$ cat config.mk
export PLATFORM = sky130hd
export DESIGN_NAME = csi2_csr_master_flat
export DESIGN_NICKNAME = d
export VERILOG_FILES = /design/src/rtl/csi2_csr_pkg.sv /design/src/rtl/axi4_lite_if.sv /design/src/rtl/csi2_csr_master.sv /design/src/flat_wrapper.sv
export SDC_FILE = /design/constraint.sdc
export NUM_CORES = 1
export LEC_CHECK = 0
export CELL_PAD_IN_SITES_DETAIL_PLACEMENT = 1
export CELL_PAD_IN_SITES_GLOBAL_PLACEMENT = 2
export CORE_MARGIN = 2
export CORE_UTILIZATION = 28
export DETAILED_ROUTE_END_ITERATION = 6
export HOLD_SLACK_MARGIN = 0.05
export PLACE_DENSITY_LB_ADDON = 0.15
export SETUP_SLACK_MARGIN = 0.5
export SYNTH_ARGS = -nofsm -noshare
export SYNTH_HDL_FRONTEND = slang
export SYNTH_SLANG_ARGS = --single-unit
export TNS_END_PERCENT = 30
$ cat constraint.sdc
create_clock -name clk_i -period 6.01 [get_ports clk_i]
set_input_delay 0.9015 -clock clk_i [delete_from_list [all_inputs] [get_ports clk_i]]
set_output_delay 0.9015 -clock clk_i [all_outputs]
set_load 0.01 [all_outputs]
$ cat src/rtl/csi2_csr_pkg.sv
// Shared types for the CSI-2 CSR AXI4-Lite master: FSM state encoding and AXI response codes.
package csi2_csr_pkg;

    typedef enum logic [2:0] {
        IDLE    = 3'd0,
        WR_REQ  = 3'd1,
        WR_RESP = 3'd2,
        RD_REQ  = 3'd3,
        RD_RESP = 3'd4
    } state_e;

    localparam logic [1:0] RESP_OKAY   = 2'b00;
    localparam logic [1:0] RESP_SLVERR = 2'b10;

endpackage

$ cat src/rtl/axi4_lite_if.sv
// AXI4-Lite bus bundle with master and slave views.
interface axi4_lite_if #(
    parameter int unsigned DATA_WIDTH = 32,
    parameter int unsigned ADDR_WIDTH = 8
);
    logic                      awvalid;
    logic                      awready;
    logic [ADDR_WIDTH-1:0]     awaddr;
    logic [2:0]                awprot;
    logic                      wvalid;
    logic                      wready;
    logic [DATA_WIDTH-1:0]     wdata;
    logic [DATA_WIDTH/8-1:0]   wstrb;
    logic                      bvalid;
    logic                      bready;
    logic [1:0]                bresp;
    logic                      arvalid;
    logic                      arready;
    logic [ADDR_WIDTH-1:0]     araddr;
    logic [2:0]                arprot;
    logic                      rvalid;
    logic                      rready;
    logic [DATA_WIDTH-1:0]     rdata;
    logic [1:0]                rresp;

    modport master (
        output awvalid, awaddr, awprot, wvalid, wdata, wstrb, bready,
        output arvalid, araddr, arprot, rready,
        input  awready, wready, bvalid, bresp, arready, rvalid, rdata, rresp
    );

    modport slave (
        input  awvalid, awaddr, awprot, wvalid, wdata, wstrb, bready,
        input  arvalid, araddr, arprot, rready,
        output awready, wready, bvalid, bresp, arready, rvalid, rdata, rresp
    );
endinterface

$ cat src/rtl/csi2_csr_master.sv
// Single-outstanding AXI4-Lite master that turns CSR commands into bus transactions,
// with a per-phase watchdog that aborts a hung slave and reports SLVERR.
module csi2_csr_master
    import csi2_csr_pkg::*;
#(
    parameter int unsigned DATA_WIDTH  = 32,
    parameter int unsigned ADDR_WIDTH  = 8,
    parameter int unsigned TIMEOUT_CYC = 255
) (
    input  logic                    clk_i,
    input  logic                    rst_i,
    input  logic                    cmd_valid_i,
    output logic                    cmd_ready_o,
    input  logic                    cmd_wr_i,
    input  logic [ADDR_WIDTH-1:0]   cmd_addr_i,
    input  logic [DATA_WIDTH-1:0]   cmd_wdata_i,
    input  logic [DATA_WIDTH/8-1:0] cmd_wstrb_i,
    output logic                    rsp_valid_o,
    output logic [DATA_WIDTH-1:0]   rsp_rdata_o,
    output logic [1:0]              rsp_resp_o,
    output logic                    rsp_timeout_o,
    axi4_lite_if.master             csr_if
);

    localparam int unsigned STRB_W = DATA_WIDTH / 8;
    localparam int unsigned CNT_W  = (TIMEOUT_CYC > 1) ? $clog2(TIMEOUT_CYC) : 1;
    // Counter holds (cycles spent in phase - 1); this value marks the last allowed cycle.
    localparam logic [CNT_W-1:0] CNT_LAST = CNT_W'(TIMEOUT_CYC - 1);

    state_e                r_state;
    logic [CNT_W-1:0]      r_cnt;
    logic                  r_cmd_ready;
    logic                  r_aw_done;
    logic                  r_w_done;
    logic                  r_awvalid;
    logic                  r_wvalid;
    logic                  r_bready;
    logic                  r_arvalid;
    logic                  r_rready;
    logic [ADDR_WIDTH-1:0] r_addr;
    logic [DATA_WIDTH-1:0] r_wdata;
    logic [STRB_W-1:0]     r_wstrb;
    logic                  r_rsp_valid;
    logic [DATA_WIDTH-1:0] r_rsp_rdata;
    logic [1:0]            r_rsp_resp;
    logic                  r_rsp_timeout;

    logic w_aw_hs;
    logic w_w_hs;
    logic w_aw_fin;
    logic w_w_fin;
    logic w_progress;
    logic w_abort;

    assign w_aw_hs  = r_awvalid & csr_if.awready;
    assign w_w_hs   = r_wvalid & csr_if.wready;
    assign w_aw_fin = r_aw_done | w_aw_hs;
    assign w_w_fin  = r_w_done | w_w_hs;

    // Phase completes this cycle; a completing phase always beats watchdog expiry.
    always_comb begin
        w_progress = 1'b0;
        case (r_state)
            WR_REQ:  w_progress = w_aw_fin & w_w_fin;
            WR_RESP: w_progress = csr_if.bvalid;
            RD_REQ:  w_progress = csr_if.arready;
            RD_RESP: w_progress = csr_if.rvalid;
            default: w_progress = 1'b0;
        endcase
    end

    assign w_abort = (r_state != IDLE) & ~w_progress & (r_cnt == CNT_LAST);

    always_ff @(posedge clk_i or posedge rst_i) begin
        if (rst_i) begin
            r_state       <= IDLE;
            r_cnt         <= '0;
            r_cmd_ready   <= 1'b1;
            r_aw_done     <= 1'b0;
            r_w_done      <= 1'b0;
            r_awvalid     <= 1'b0;
            r_wvalid      <= 1'b0;
            r_bready      <= 1'b0;
            r_arvalid     <= 1'b0;
            r_rready      <= 1'b0;
            r_addr        <= '0;
            r_wdata       <= '0;
            r_wstrb       <= '0;
            r_rsp_valid   <= 1'b0;
            r_rsp_rdata   <= '0;
            r_rsp_resp    <= RESP_OKAY;
            r_rsp_timeout <= 1'b0;
        end else begin
            r_rsp_valid   <= 1'b0;
            r_rsp_timeout <= 1'b0;
            if (w_abort) begin
                r_state       <= IDLE;
                r_cnt         <= '0;
                r_cmd_ready   <= 1'b1;
                r_aw_done     <= 1'b0;
                r_w_done      <= 1'b0;
                r_awvalid     <= 1'b0;
                r_wvalid      <= 1'b0;
                r_bready      <= 1'b0;
                r_arvalid     <= 1'b0;
                r_rready      <= 1'b0;
                r_rsp_valid   <= 1'b1;
                r_rsp_timeout <= 1'b1;
                r_rsp_resp    <= RESP_SLVERR;
                r_rsp_rdata   <= '0;
            end else begin
                if (r_state != IDLE) begin
                    r_cnt <= w_progress ? '0 : r_cnt + CNT_W'(1);
                end
                case (r_state)
                    IDLE: begin
                        if (cmd_valid_i) begin
                            r_addr      <= cmd_addr_i;
                            r_wdata     <= cmd_wdata_i;
                            r_wstrb     <= cmd_wstrb_i;
                            r_cmd_ready <= 1'b0;
                            if (cmd_wr_i) begin
                                r_state   <= WR_REQ;
                                r_awvalid <= 1'b1;
                                r_wvalid  <= 1'b1;
                            end else begin
                                r_state   <= RD_REQ;
                                r_arvalid <= 1'b1;
                            end
                        end
                    end
                    WR_REQ: begin
                        if (w_aw_hs) r_awvalid <= 1'b0;
                        if (w_w_hs)  r_wvalid  <= 1'b0;
                        if (w_progress) begin
                            r_aw_done <= 1'b0;
                            r_w_done  <= 1'b0;
                            r_bready  <= 1'b1;
                            r_state   <= WR_RESP;
                        end else begin
                            r_aw_done <= w_aw_fin;
                            r_w_done  <= w_w_fin;
                        end
                    end
                    WR_RESP: begin
                        if (csr_if.bvalid) begin
                            r_bready    <= 1'b0;
                            r_rsp_valid <= 1'b1;
                            r_rsp_resp  <= csr_if.bresp;
                            r_rsp_rdata <= '0;
                            r_cmd_ready <= 1'b1;
                            r_state     <= IDLE;
                        end
                    end
                    RD_REQ: begin
                        if (csr_if.arready) begin
                            r_arvalid <= 1'b0;
                            r_rready  <= 1'b1;
                            r_state   <= RD_RESP;
                        end
                    end
                    RD_RESP: begin
                        if (csr_if.rvalid) begin
                            r_rready    <= 1'b0;
                            r_rsp_valid <= 1'b1;
                            r_rsp_resp  <= csr_if.rresp;
                            r_rsp_rdata <= csr_if.rdata;
                            r_cmd_ready <= 1'b1;
                            r_state     <= IDLE;
                        end
                    end
                    default: begin
                        r_state     <= IDLE;
                        r_cmd_ready <= 1'b1;
                    end
                endcase
            end
        end
    end

    assign cmd_ready_o    = r_cmd_ready;
    assign rsp_valid_o    = r_rsp_valid;
    assign rsp_rdata_o    = r_rsp_rdata;
    assign rsp_resp_o     = r_rsp_resp;
    assign rsp_timeout_o  = r_rsp_timeout;

    assign csr_if.awvalid = r_awvalid;
    assign csr_if.awaddr  = r_addr;
    assign csr_if.awprot  = 3'b000;
    assign csr_if.wvalid  = r_wvalid;
    assign csr_if.wdata   = r_wdata;
    assign csr_if.wstrb   = r_wstrb;
    assign csr_if.bready  = r_bready;
    assign csr_if.arvalid = r_arvalid;
    assign csr_if.araddr  = r_addr;
    assign csr_if.arprot  = 3'b000;
    assign csr_if.rready  = r_rready;

endmodule
$ cat src/flat_wrapper.sv
// flat-port wrapper written by rule: the top's interface ports become plain ports
module csi2_csr_master_flat import csi2_csr_pkg::*;
#(
    parameter int unsigned DATA_WIDTH  = 32,
    parameter int unsigned ADDR_WIDTH  = 8,
    parameter int unsigned TIMEOUT_CYC = 255
)
  (clk_i, rst_i, cmd_valid_i, cmd_ready_o, cmd_wr_i, cmd_addr_i, cmd_wdata_i, cmd_wstrb_i, rsp_valid_o, rsp_rdata_o, rsp_resp_o, rsp_timeout_o, csr_if_awvalid, csr_if_awaddr, csr_if_awprot, csr_if_wvalid, csr_if_wdata, csr_if_wstrb, csr_if_bready, csr_if_arvalid, csr_if_araddr, csr_if_arprot, csr_if_rready, csr_if_awready, csr_if_wready, csr_if_bvalid, csr_if_bresp, csr_if_arready, csr_if_rvalid, csr_if_rdata, csr_if_rresp);
  axi4_lite_if #(.DATA_WIDTH(DATA_WIDTH), .ADDR_WIDTH(ADDR_WIDTH)) csr_if_i ();
  input  logic clk_i;
  input  logic rst_i;
  input  logic cmd_valid_i;
  output logic cmd_ready_o;
  input  logic cmd_wr_i;
  input  logic [ADDR_WIDTH-1:0] cmd_addr_i;
  input  logic [DATA_WIDTH-1:0] cmd_wdata_i;
  input  logic [DATA_WIDTH/8-1:0] cmd_wstrb_i;
  output logic rsp_valid_o;
  output logic [DATA_WIDTH-1:0] rsp_rdata_o;
  output logic [1:0] rsp_resp_o;
  output logic rsp_timeout_o;
  output wire logic [$bits(csr_if_i.awvalid)-1:0] csr_if_awvalid;
  output wire logic [$bits(csr_if_i.awaddr)-1:0] csr_if_awaddr;
  output wire logic [$bits(csr_if_i.awprot)-1:0] csr_if_awprot;
  output wire logic [$bits(csr_if_i.wvalid)-1:0] csr_if_wvalid;
  output wire logic [$bits(csr_if_i.wdata)-1:0] csr_if_wdata;
  output wire logic [$bits(csr_if_i.wstrb)-1:0] csr_if_wstrb;
  output wire logic [$bits(csr_if_i.bready)-1:0] csr_if_bready;
  output wire logic [$bits(csr_if_i.arvalid)-1:0] csr_if_arvalid;
  output wire logic [$bits(csr_if_i.araddr)-1:0] csr_if_araddr;
  output wire logic [$bits(csr_if_i.arprot)-1:0] csr_if_arprot;
  output wire logic [$bits(csr_if_i.rready)-1:0] csr_if_rready;
  input wire logic [$bits(csr_if_i.awready)-1:0] csr_if_awready;
  input wire logic [$bits(csr_if_i.wready)-1:0] csr_if_wready;
  input wire logic [$bits(csr_if_i.bvalid)-1:0] csr_if_bvalid;
  input wire logic [$bits(csr_if_i.bresp)-1:0] csr_if_bresp;
  input wire logic [$bits(csr_if_i.arready)-1:0] csr_if_arready;
  input wire logic [$bits(csr_if_i.rvalid)-1:0] csr_if_rvalid;
  input wire logic [$bits(csr_if_i.rdata)-1:0] csr_if_rdata;
  input wire logic [$bits(csr_if_i.rresp)-1:0] csr_if_rresp;
  assign csr_if_awvalid = csr_if_i.awvalid;
  assign csr_if_awaddr = csr_if_i.awaddr;
  assign csr_if_awprot = csr_if_i.awprot;
  assign csr_if_wvalid = csr_if_i.wvalid;
  assign csr_if_wdata = csr_if_i.wdata;
  assign csr_if_wstrb = csr_if_i.wstrb;
  assign csr_if_bready = csr_if_i.bready;
  assign csr_if_arvalid = csr_if_i.arvalid;
  assign csr_if_araddr = csr_if_i.araddr;
  assign csr_if_arprot = csr_if_i.arprot;
  assign csr_if_rready = csr_if_i.rready;
  assign csr_if_i.awready = csr_if_awready;
  assign csr_if_i.wready = csr_if_wready;
  assign csr_if_i.bvalid = csr_if_bvalid;
  assign csr_if_i.bresp = csr_if_bresp;
  assign csr_if_i.arready = csr_if_arready;
  assign csr_if_i.rvalid = csr_if_rvalid;
  assign csr_if_i.rdata = csr_if_rdata;
  assign csr_if_i.rresp = csr_if_rresp;
  csi2_csr_master #(.DATA_WIDTH(DATA_WIDTH), .ADDR_WIDTH(ADDR_WIDTH), .TIMEOUT_CYC(TIMEOUT_CYC)) u_core (.clk_i(clk_i), .rst_i(rst_i), .cmd_valid_i(cmd_valid_i), .cmd_ready_o(cmd_ready_o), .cmd_wr_i(cmd_wr_i), .cmd_addr_i(cmd_addr_i), .cmd_wdata_i(cmd_wdata_i), .cmd_wstrb_i(cmd_wstrb_i), .rsp_valid_o(rsp_valid_o), .rsp_rdata_o(rsp_rdata_o), .rsp_resp_o(rsp_resp_o), .rsp_timeout_o(rsp_timeout_o), .csr_if(csr_if_i));
endmodule
# [Word-level counts from Yosys, hierarchy flattened]
# Index checks and enable logic that the tools add are counted.
[word_totals] in_bits=89 elab_cells=118 out_inout_bits=100 register_bits=99
[op_classes] bitwise=9 mux=57 add_sub_neg=1 n_reduce_logical=19 eq_ne=15
[ops] op="2-to-1 mux 32 bit" n=3
[ops] op="one-hot mux 32 bit (2 select lines)" n=1
[ops] op="2-to-1 mux 1 bit" n=30
[ops] op="2-to-1 mux 8 bit" n=3
[ops] op="2-to-1 mux 3 bit" n=6
[ops] op="!= test 3 x 2 -> 1 bit (second input constant)" n=6
[ops] op="nonzero test 3 bit" n=6
[ops] op="AND reduction 4 bit" n=4
[ops] op="one-hot mux 3 bit (5 select lines)" n=1
[ops] op="one-hot mux 1 bit (2 select lines)" n=6
[ops] op="AND reduction 3 bit" n=4
[ops] op="!= test 3 x 1 -> 1 bit (second input constant)" n=3
[ops] op="adder 8 x 1 -> 8 bit (second input constant)" n=1
[ops] op="== test 8 bit (second input constant)" n=1
[ops] op="2-to-1 mux 2 bit" n=4
[ops] op="one-hot mux 1 bit (4 select lines)" n=2
[ops] op="== test 3 x 2 -> 1 bit (second input constant)" n=2
[ops] op="AND 1 bit" n=5
[ops] op="AND reduction 5 bit" n=1
[ops] op="one-hot mux 2 bit (2 select lines)" n=1
[ops] op="nonzero test 2 bit" n=2
[ops] op="== test 3 x 1 -> 1 bit (second input constant)" n=1
[ops] op="== test 3 bit (second input constant)" n=1
[ops] op="logical NOT 3 bit" n=1
[ops] op="4 further kinds" n=6

# [Logic depth before layout (Yosys ltp)]
# Gate-level depths: netlist of the first run.
[logic_depth] word_depth=9 mapped_depth=8 mapped_depth_nobuf=7

# [Worst setup path before layout of the first run]
# No wires, ideal clock.
[synth_path] kind="input-to-reg" startpoint="in csr_if_rvalid" endpoint="reg u_core.r_awvalid (netlist: u_core.csr_if.awvalid)" arrival_time_ns=1.965 n_path_buf=2 path_stages=6 required_ns=5.888 setup_slack_ns=3.924 setup_time_ns=0.122 cell_sequence="nand4bb_1 -> buf_2 -> nand3_2 -> or3_1 -> buf_6 -> a32o_1"
[synth_between] elab_chain_cells=6 elab_cells_between_ends=10 cone_classes="eq/ne: 3; mux: 2; bitwise: 3; reduce/logical: 2"
[synth_rtl] element="start: declaration" line_no="flat_wrapper.sv:38" source="input wire logic [$bits(csr_if_i.rvalid)-1:0] csr_if_rvalid;"
[synth_rtl] element="one-hot mux 1 bit (4 select lines) (*)" line_no="csi2_csr_master.sv:63" source="case (r_state)"
[synth_rtl] element="inverter 1 bit (*)" line_no="csi2_csr_master.sv:72" source="assign w_abort = (r_state != IDLE) & ~w_progress & (r_cnt == CNT_LAST);"
[synth_rtl] element="AND 1 bit (*) (2 in a row)" line_no="csi2_csr_master.sv:72"
[synth_rtl] element="!= test 3 x 1 -> 1 bit (no line) (tied with other cells)"
[synth_rtl] element="AND reduction 4 bit (no line)"
[synth_rtl] element="end signal: assignment" line_no="csi2_csr_master.sv:81" source="r_awvalid <= 1'b0;"
[synth_rtl] element="end signal: assignment" line_no="csi2_csr_master.sv:102" source="r_awvalid <= 1'b0;"
[synth_rtl] element="end signal: assignment" line_no="csi2_csr_master.sv:124" source="r_awvalid <= 1'b1;"
[synth_rtl] element="end: declaration" line_no="csi2_csr_master.sv:35" source="logic r_awvalid;"
# Every way passes the cells marked *; elsewhere a longest branch is shown, timed or not.
# A chain may end at the register's enable or synchronous reset.

# [Final worst setup path of the first run]
[layout_path] startpoint="in csr_if_rvalid" endpoint="reg u_core.r_rsp_rdata[21] (netlist: u_core.rsp_rdata_o[21])"
[layout_between] elab_chain_cells=6 elab_cells_between_ends=9 cone_classes="eq/ne: 2; mux: 2; bitwise: 3; reduce/logical: 2"
[layout_rtl] element="one-hot mux 1 bit (4 select lines)" line_no="csi2_csr_master.sv:63"
[layout_rtl] element="inverter 1 bit" line_no="csi2_csr_master.sv:72"
[layout_rtl] element="AND 1 bit (2 in a row)" line_no="csi2_csr_master.sv:72"
[layout_rtl] element="!= test 3 x 2 -> 1 bit (no line) / nonzero test 3 bit (equally long branches)"
[layout_rtl] element="AND reduction 3 bit (no line)"
[layout_rtl] element="end signal: assignment" line_no="csi2_csr_master.sv:167" source="r_rsp_rdata <= csr_if.rdata;"
[layout_rtl] element="end: declaration" line_no="csi2_csr_master.sv:44" source="logic [DATA_WIDTH-1:0] r_rsp_rdata;"
# Several ways; a longest one is shown, not always the timed one.

==> impl_metrics.py, run 1 <==
metrics = {
    "clocking": {
        "worstSkewPairLatency_ps": 350,
        "h-tree-depth": 3,
        "clkTransAtPathRegs_ps": 70,
        "post-cts-setup-buffers": 0,
        "clock_path_buffers": 2,
        "hold_buffers": 0,
        "cts_root_buf": "clkbuf_16",
        "cts-resized-gates": 0,
        "cts.sinks": 99,
        "numCtsBuffers": 9,
        "cts_tree": "built",
    },
    "grt": {
        "grt_first_pass_wirelength_um": 19700,
        "antenna_found_initial": 0,
        "grt_max_degree": 52,
        "globalRoute.totalOverflow": 0,
        "grt_usage": 0.153,
        "grt_pass1_vias": 3581,
    },
    "synthesis": {
        "synth_ff_type": "dfrtp_1",
        "syn_area_sq_mm": 0.00441,
        "synth_edf_count": 0,
        "synth_area_per_cell_sq_um": 11.5,
        "synth.most_common_cell": "dfrtp_1",
        "yosys.area.top_type_share": 0.556,
        "syn-instance-count": 383,
        "synth_top_area_cell": "dfrtp_1",
        "synth-seq-area-share": 0.562,
        "synth_cell_type_count": 58,
        "synthTopCellsByArea": "dfrtp_1 (56%), mux2_2 (11%), nand2_1 (7.2%), o21ai_0 (4.0%), buf_4 (3.1%)",
        "yosysWarnings": 0,
        "synth_common_cells": "dfrtp_1 (98), nand2_1 (84), mux2_2 (45)",
        "async_flop_share": 1.00,
        "ys_seq_elements": 99,
    },
    "timing": {
        "fin_crit_sh": 0.485,
        "fin_crit_ps": 2910,
        "slew_violations": 0,
        "slew-limit-headroom": 0.239,
        "hold_violations": 0,
        "rsz0062_at_grt": "no",
        "tns_ps": 0,
        "skew_ps": 8.91,
        "worstMarginPinSlew_ps": 1140,
        "finalSetupViolations": 0,
        "timing.fmax_mhz": 343,
        "layout_setup_ws_ps": 3100,
    },
    "hold_path": {
        "min_path_type": "reg2reg",
        "holdCritStartpoint": "u_core.csr_if.wdata[3]$_DFFE_PP0P_",
        "hold_end": "u_core.csr_if.wdata[3]$_DFFE_PP0P_",
        "min_path_cells": 1,
    },
    "power": {
        "total_power_w": 0.00334,
        "vdd_drop_max_uv": 175,
        "leakage_nw": 2.70,
        "powerDensity_mw_per_mm2": 506,
    },
    "placed_design": {
        "place_hpwl_um": 9080,
        "portBuffers": 182,
        "gp_congestion": 0.727,
        "dp_slack_ps": 2700,
    },
    "setup_path": {
        "crit_buf_inv": 1,
        "critPathTopFamily": "compound AO/OA/AOI/OAI gates",
        "crit_path_start_kind": "input pin",
        "worstPathArrival_ps": 3080,
        "worstSetupPathType": "in2reg",
        "reg2reg_depth": 3,
        "cpMaxStageDelayCell": "o31ai_4",
        "crit_required_ps": 6170,
        "crit_fanout": 32,
        "r2r_setup_slack_ps": 3180,
        "slowest_delay_ps": 970,
        "r2r_end": "u_core.csr_if.wdata[19]$_DFFE_PP0P_",
        "cp-end-kind": "flop",
        "r2r-start": "u_core.r_state[0]$_DFFE_PP0P_",
        "worstPathCellList": "clkdlybuf4s50_1, nand4bb_1, nand3_2, o31ai_4, o21ai_0",
    },
    "cells_and_area": {
        "antennaDiodeCount": 0,
        "layout-drive-gt1-share": 0.152,
        "synthToLayoutAreaGrowth_pct": 49.7,
        "final_nets": 638,
        "nFillCells": 1694,
        "utilization": 0.431,
    },
    "routing": {
        "routedWlPerCell_um": 16.6,
        "finalWirelength_um": 12600,
        "num_vias": 3459,
        "vias_per_cell": 4.53,
        "ant_nets": 0,
        "drc_errors": 0,
        "drtPass1Iterations": 4,
        "drtIter0Drc": 85,
    },
    "floorplan": {
        "dieWidth_um": 129,
        "core_area_sq_mm": 0.0153,
        "ios": 189,
        "die_y_um": 129,
        "fp-row-count": 45,
        "start_util": 0.288,
        "dieArea_sq_mm": 0.0168,
    },
    "run_status": {
        "status": "finished clean",
    },
    "job": {
        "maxCapViolCount": 0,
    },
}
[logic make-up (layout without fill, tap and decap cells)]
| group | Yosys count | after routing | synth area share |
|---|---|---|---|
| adders and majority gates | 2 | 2 | 0.00567 |
| muxes | 48 | 48 | 0.122 |
| buffers and inverters | 44 | 208 | 0.0661 |
| and+or+nand+nor | 125 | 125 | 0.149 |
| DFF | 99 | 99 | 0.562 |
| AOI/OAI and AO/OA | 64 | 64 | 0.0939 |
| other | 1 | 6 | 0.000850 |
[worst reg2reg max path, cell delays in order (launching register included)]
cell     delay, ps
dfrtp_1        520
nor3_2         720
and2_2        1040
mux2_2         450
[sequential cells by signal (all words and copies together) (netlist names), 2 cells and up]
register and count:
u_core.r_cnt 8, u_core.csr_if.wdata 32, u_core.r_state 3, u_core.csr_if.araddr 8, u_core.csr_if.wstrb 4, u_core.rsp_resp_o 2
u_core.rsp_rdata_o 32
[placed cells by master, fill, tap and decap left out, types with 3 or more instances in the layout]
cell type	n
clkdlybuf4s50_1	182
dfrtp_1	98
nand2_1	84
mux2_2	45
o21ai_0	35
clkbuf_16	9
conb_1	6
inv_1	5
o21ai_1	5
o311ai_1	4
a21oi_1	3
nand4_1	3
nor2b_1	3
nor2_1	3
o31ai_1	3
nand3_1	3
buf_4	3
[through the flow]
step	hold slack, ps	area (sq um)	cells
2_1_floorplan	488	4430	388
3_3_place_gp	488	6290	747
3_5_place_dp	495	6290	747
4_1_cts	511	6600	763
5_1_grt	519	6600	763
6_report	505	6600	763
[final cells by class]
class	count	area [sq um]	area share
flip-flops and latches	99	2480	0.375
repair buffers	185	1840	0.279
multi-input cells	245	1670	0.253
well taps	211	264	0.0400
clock buffers	10	229	0.0347
clock inverters	6	87.6	0.0133
inverters	7	31.3	0.00474
[worst max-delay path by stage]
stage | slack [ps] | endpoint | cells past startpoint | start
CTS | 3040 | u_core.rsp_rdata_o[21]$_DFFE_PP0P_ | 5 | csr_if_rvalid
detailed placement | 2700 | u_core.rsp_rdata_o[5]$_DFFE_PP0P_ | 5 | csr_if_rvalid
floorplan | 2520 | u_core.csr_if.araddr[0]$_DFFE_PP0P_ | 1 | rst_i
global placement | 2810 | u_core.rsp_rdata_o[27]$_DFFE_PP0P_ | 5 | csr_if_rvalid
global route | 2870 | u_core.rsp_rdata_o[21]$_DFFE_PP0P_ | 5 | csr_if_rvalid
finish | 3100 | u_core.rsp_rdata_o[21]$_DFFE_PP0P_ | 5 | csr_if_rvalid
[layer usage]
metal  routed length (um)  up-vias  part of all wire  global-route usage
met5                    0        -                 0                   0
met1                 5390     1720              0.43               0.193
met2                 6280       96              0.50               0.260
li1                     -     1629                 -                   -
met3                  745       14             0.059              0.0318
met4                  221        0             0.017              0.0582
[where the power goes]
part / switching (W) / internal [W] / total [W]
combinational: 0.000635 / 0.000882 / 0.00152
sequential: 0.000211 / 0.000983 / 0.00119
clock: 0.000261 / 0.000366 / 0.000627
(Power assumes the default switching activity.)
==> run 2, diff against run 1 <==
--- a/config.mk
+++ b/config.mk
@@ -8,7 +8,7 @@
 export CELL_PAD_IN_SITES_DETAIL_PLACEMENT = 1
 export CELL_PAD_IN_SITES_GLOBAL_PLACEMENT = 2
 export CORE_MARGIN = 2
-export CORE_UTILIZATION = 28
+export CORE_UTILIZATION = 26
 export DETAILED_ROUTE_END_ITERATION = 6
 export HOLD_SLACK_MARGIN = 0.05
 export PLACE_DENSITY_LB_ADDON = 0.15
==> constraint.sdc (replaced) <==
create_clock -name clk_i -period 2.7 [get_ports clk_i]
set_input_delay 0.405 -clock clk_i [delete_from_list [all_inputs] [get_ports clk_i]]
set_output_delay 0.405 -clock clk_i [all_outputs]
set_load 0.01 [all_outputs]
==> run 2 against run 1 <==
Power up 130%. Cell count up 1.8%. First-iteration DRC count up 33%. Critical endpoint is now u_core.rsp_rdata_o[30]$_DFFE_PP0P_. Cell area up 1.2%. Clock skew about the same. Critical path type is now reg2reg. Non-clock buffer count up 5. Sequential cell count unchanged. Clock power up 130%. Largest power group unchanged. Sequential share of layout area down 0.44 points. Worst hold slack worse by 170 ps.
==> impl_metrics.py, run 2 (same netlist as run 1, synthesis figures left out) <==
metrics = {
    "timing": {
        "worstMarginPinSlew_ps": 633,
        "rsz0062_at_grt": "no",
        "timing.fmax_mhz": 502,
        "slew_violations": 0,
        "hold_violations": 0,
        "slew-limit-headroom": 0.578,
        "tns_ps": 0,
        "fin_crit_ps": 1990,
        "skew_ps": 8.52,
        "fin_crit_sh": 0.738,
        "finalSetupViolations": 0,
        "layout_setup_ws_ps": 707,
    },
    "cells_and_area": {
        "final_cells": 777,
        "layout_commonest_cell": "clkdlybuf4s50_1",
        "utilization": 0.403,
        "final_nets": 643,
        "antennaDiodeCount": 0,
        "layout-drive-gt1-share": 0.162,
        "nFillCells": 1811,
        "synthToLayoutAreaGrowth_pct": 51.5,
        "mostFrequentLayoutCells": "clkdlybuf4s50_1 (182), dfrtp_1 (98), nand2_1 (84)",
        "multi_input_area_sq_mm": 0.00167,
        "register_area_sq_mm": 0.00248,
    },
    "clocking": {
        "cts_root_buf": "clkbuf_16",
        "cts.sinks": 99,
        "numCtsBuffers": 9,
        "h-tree-depth": 3,
        "cts_tree": "built",
        "clock_path_buffers": 2,
        "worstSkewPairLatency_ps": 350,
        "clkTransAtPathRegs_ps": 70,
        "post-cts-setup-buffers": 0,
    },
    "floorplan": {
        "fp-row-count": 47,
        "start_util": 0.266,
        "die_y_um": 134,
        "core_area_sq_mm": 0.0166,
        "ios": 189,
        "dieWidth_um": 134,
        "dieArea_sq_mm": 0.0180,
    },
    "placed_design": {
        "gp_congestion": 0.742,
        "dp_slack_ps": 348,
        "place_hpwl_um": 9340,
        "portBuffers": 182,
        "dp.cells": 761,
    },
    "setup_path": {
        "crit_path_start_kind": "flop",
        "worstPathCellList": "nor3b_4, nor3b_2, o31ai_4, buf_4, o21ai_0",
        "critPathTopFamily": "simple AND/OR/NAND/NOR gates",
        "cpMaxStageDelayCell": "dfrtp_1",
        "r2r_setup_slack_ps": 710,
        "crit_fanout": 32,
        "cp-end-kind": "flop",
        "worstPathArrival_ps": 2250,
        "crit_required_ps": 2960,
        "crit_buf_inv": 1,
        "worstSetupPathType": "reg2reg",
        "slowest_delay_ps": 550,
    },
    "power": {
        "powerDensity_mw_per_mm2": 1130,
        "leakage_nw": 2.73,
        "total_power_w": 0.00752,
        "vdd_drop_max_uv": 348,
    },
    "job": {
        "maxCapViolCount": 0,
    },
    "routing": {
        "routedWlPerCell_um": 16.6,
        "vias_per_cell": 4.49,
        "drtIter0Drc": 113,
        "finalWirelength_um": 12900,
        "ant_nets": 0,
        "drc_errors": 0,
        "num_vias": 3485,
        "drtPass1Iterations": 4,
    },
    "grt": {
        "grt_max_degree": 49,
        "globalRoute.totalOverflow": 0,
        "grt_first_pass_wirelength_um": 20800,
        "grt_pass1_vias": 3741,
        "grt_usage": 0.147,
        "antenna_found_initial": 0,
    },
    "run_status": {
        "status": "finished clean",
    },
    "hold_path": {
        "min_path_type": "in2async",
    },
}
## run 2: worst register-to-register path, stage by stage (launching register included)
cell,delay [ps]
dfrtp_1,550
nor3b_4,350
nor3b_2,460
o31ai_4,80
buf_4,240
o21ai_0,240
## run 2: what timing repair did
action / in CTS / in global routing
resized for setup: 0 / 1
endpoints found under the setup margin: 0 / 12
hold buffers: 0 / 0
## run 2: path summary, 6_finish.rpt
path,cells past startpoint,endpoint,from
setup / recovery,5,u_core.rsp_rdata_o[30]$_DFFE_PP0P_,u_core.r_state[0]$_DFFE_PP0P_
hold / removal,2,u_core.csr_if.wdata[8]$_DFFE_PP0P_,rst_i
max in group asynchronous,3,u_core.r_cnt[2]$_DFFE_PP0P_,rst_i
setup reg to reg,5,u_core.rsp_rdata_o[30]$_DFFE_PP0P_,u_core.r_state[0]$_DFFE_PP0P_
min in group clk_i,1,u_core.csr_if.wdata[4]$_DFFE_PP0P_,u_core.csr_if.wdata[4]$_DFFE_PP0P_
hold reg to reg,1,u_core.csr_if.wdata[4]$_DFFE_PP0P_,u_core.csr_if.wdata[4]$_DFFE_PP0P_
## run 2: per-layer routing
layer	GRT usage	vias to the layer above	routed length (um)
li1	-	1651	-
met1	0.191	1732	5820
met2	0.238	88	6240
met3	0.0321	14	594
met4	0.0579	0	231
met5	0	-	0
## run 2: final cells by class
type | instances | share of cell area
clock buffer | 11 | 0.0363
clock inverter | 5 | 0.0125
timing repair buffer | 190 | 0.284
tap | 220 | 0.0412
sequential | 99 | 0.371
multi-input combinational | 245 | 0.250
inverter | 7 | 0.00487
## run 2: per-stage QoR
stage	hold slack, ps	cell area [sq um]
floorplan	488	4430
global placement	489	6350
detailed placement	495	6350
CTS	323	6680
global route	348	6680
finish	332	6680
## run 2: where the power goes
| group | internal, W | total (W) | leakage (nW) | switching [W] |
|---|---|---|---|---|
| logic | 0.00200 | 0.00344 | 1.35 | 0.00144 |
| clock network | 0.000842 | 0.00143 | 0.152 | 0.000586 |
| registers | 0.00219 | 0.00265 | 1.23 | 0.000462 |
| total | 0.00503 | 0.00752 | 2.73 | 0.00249 |
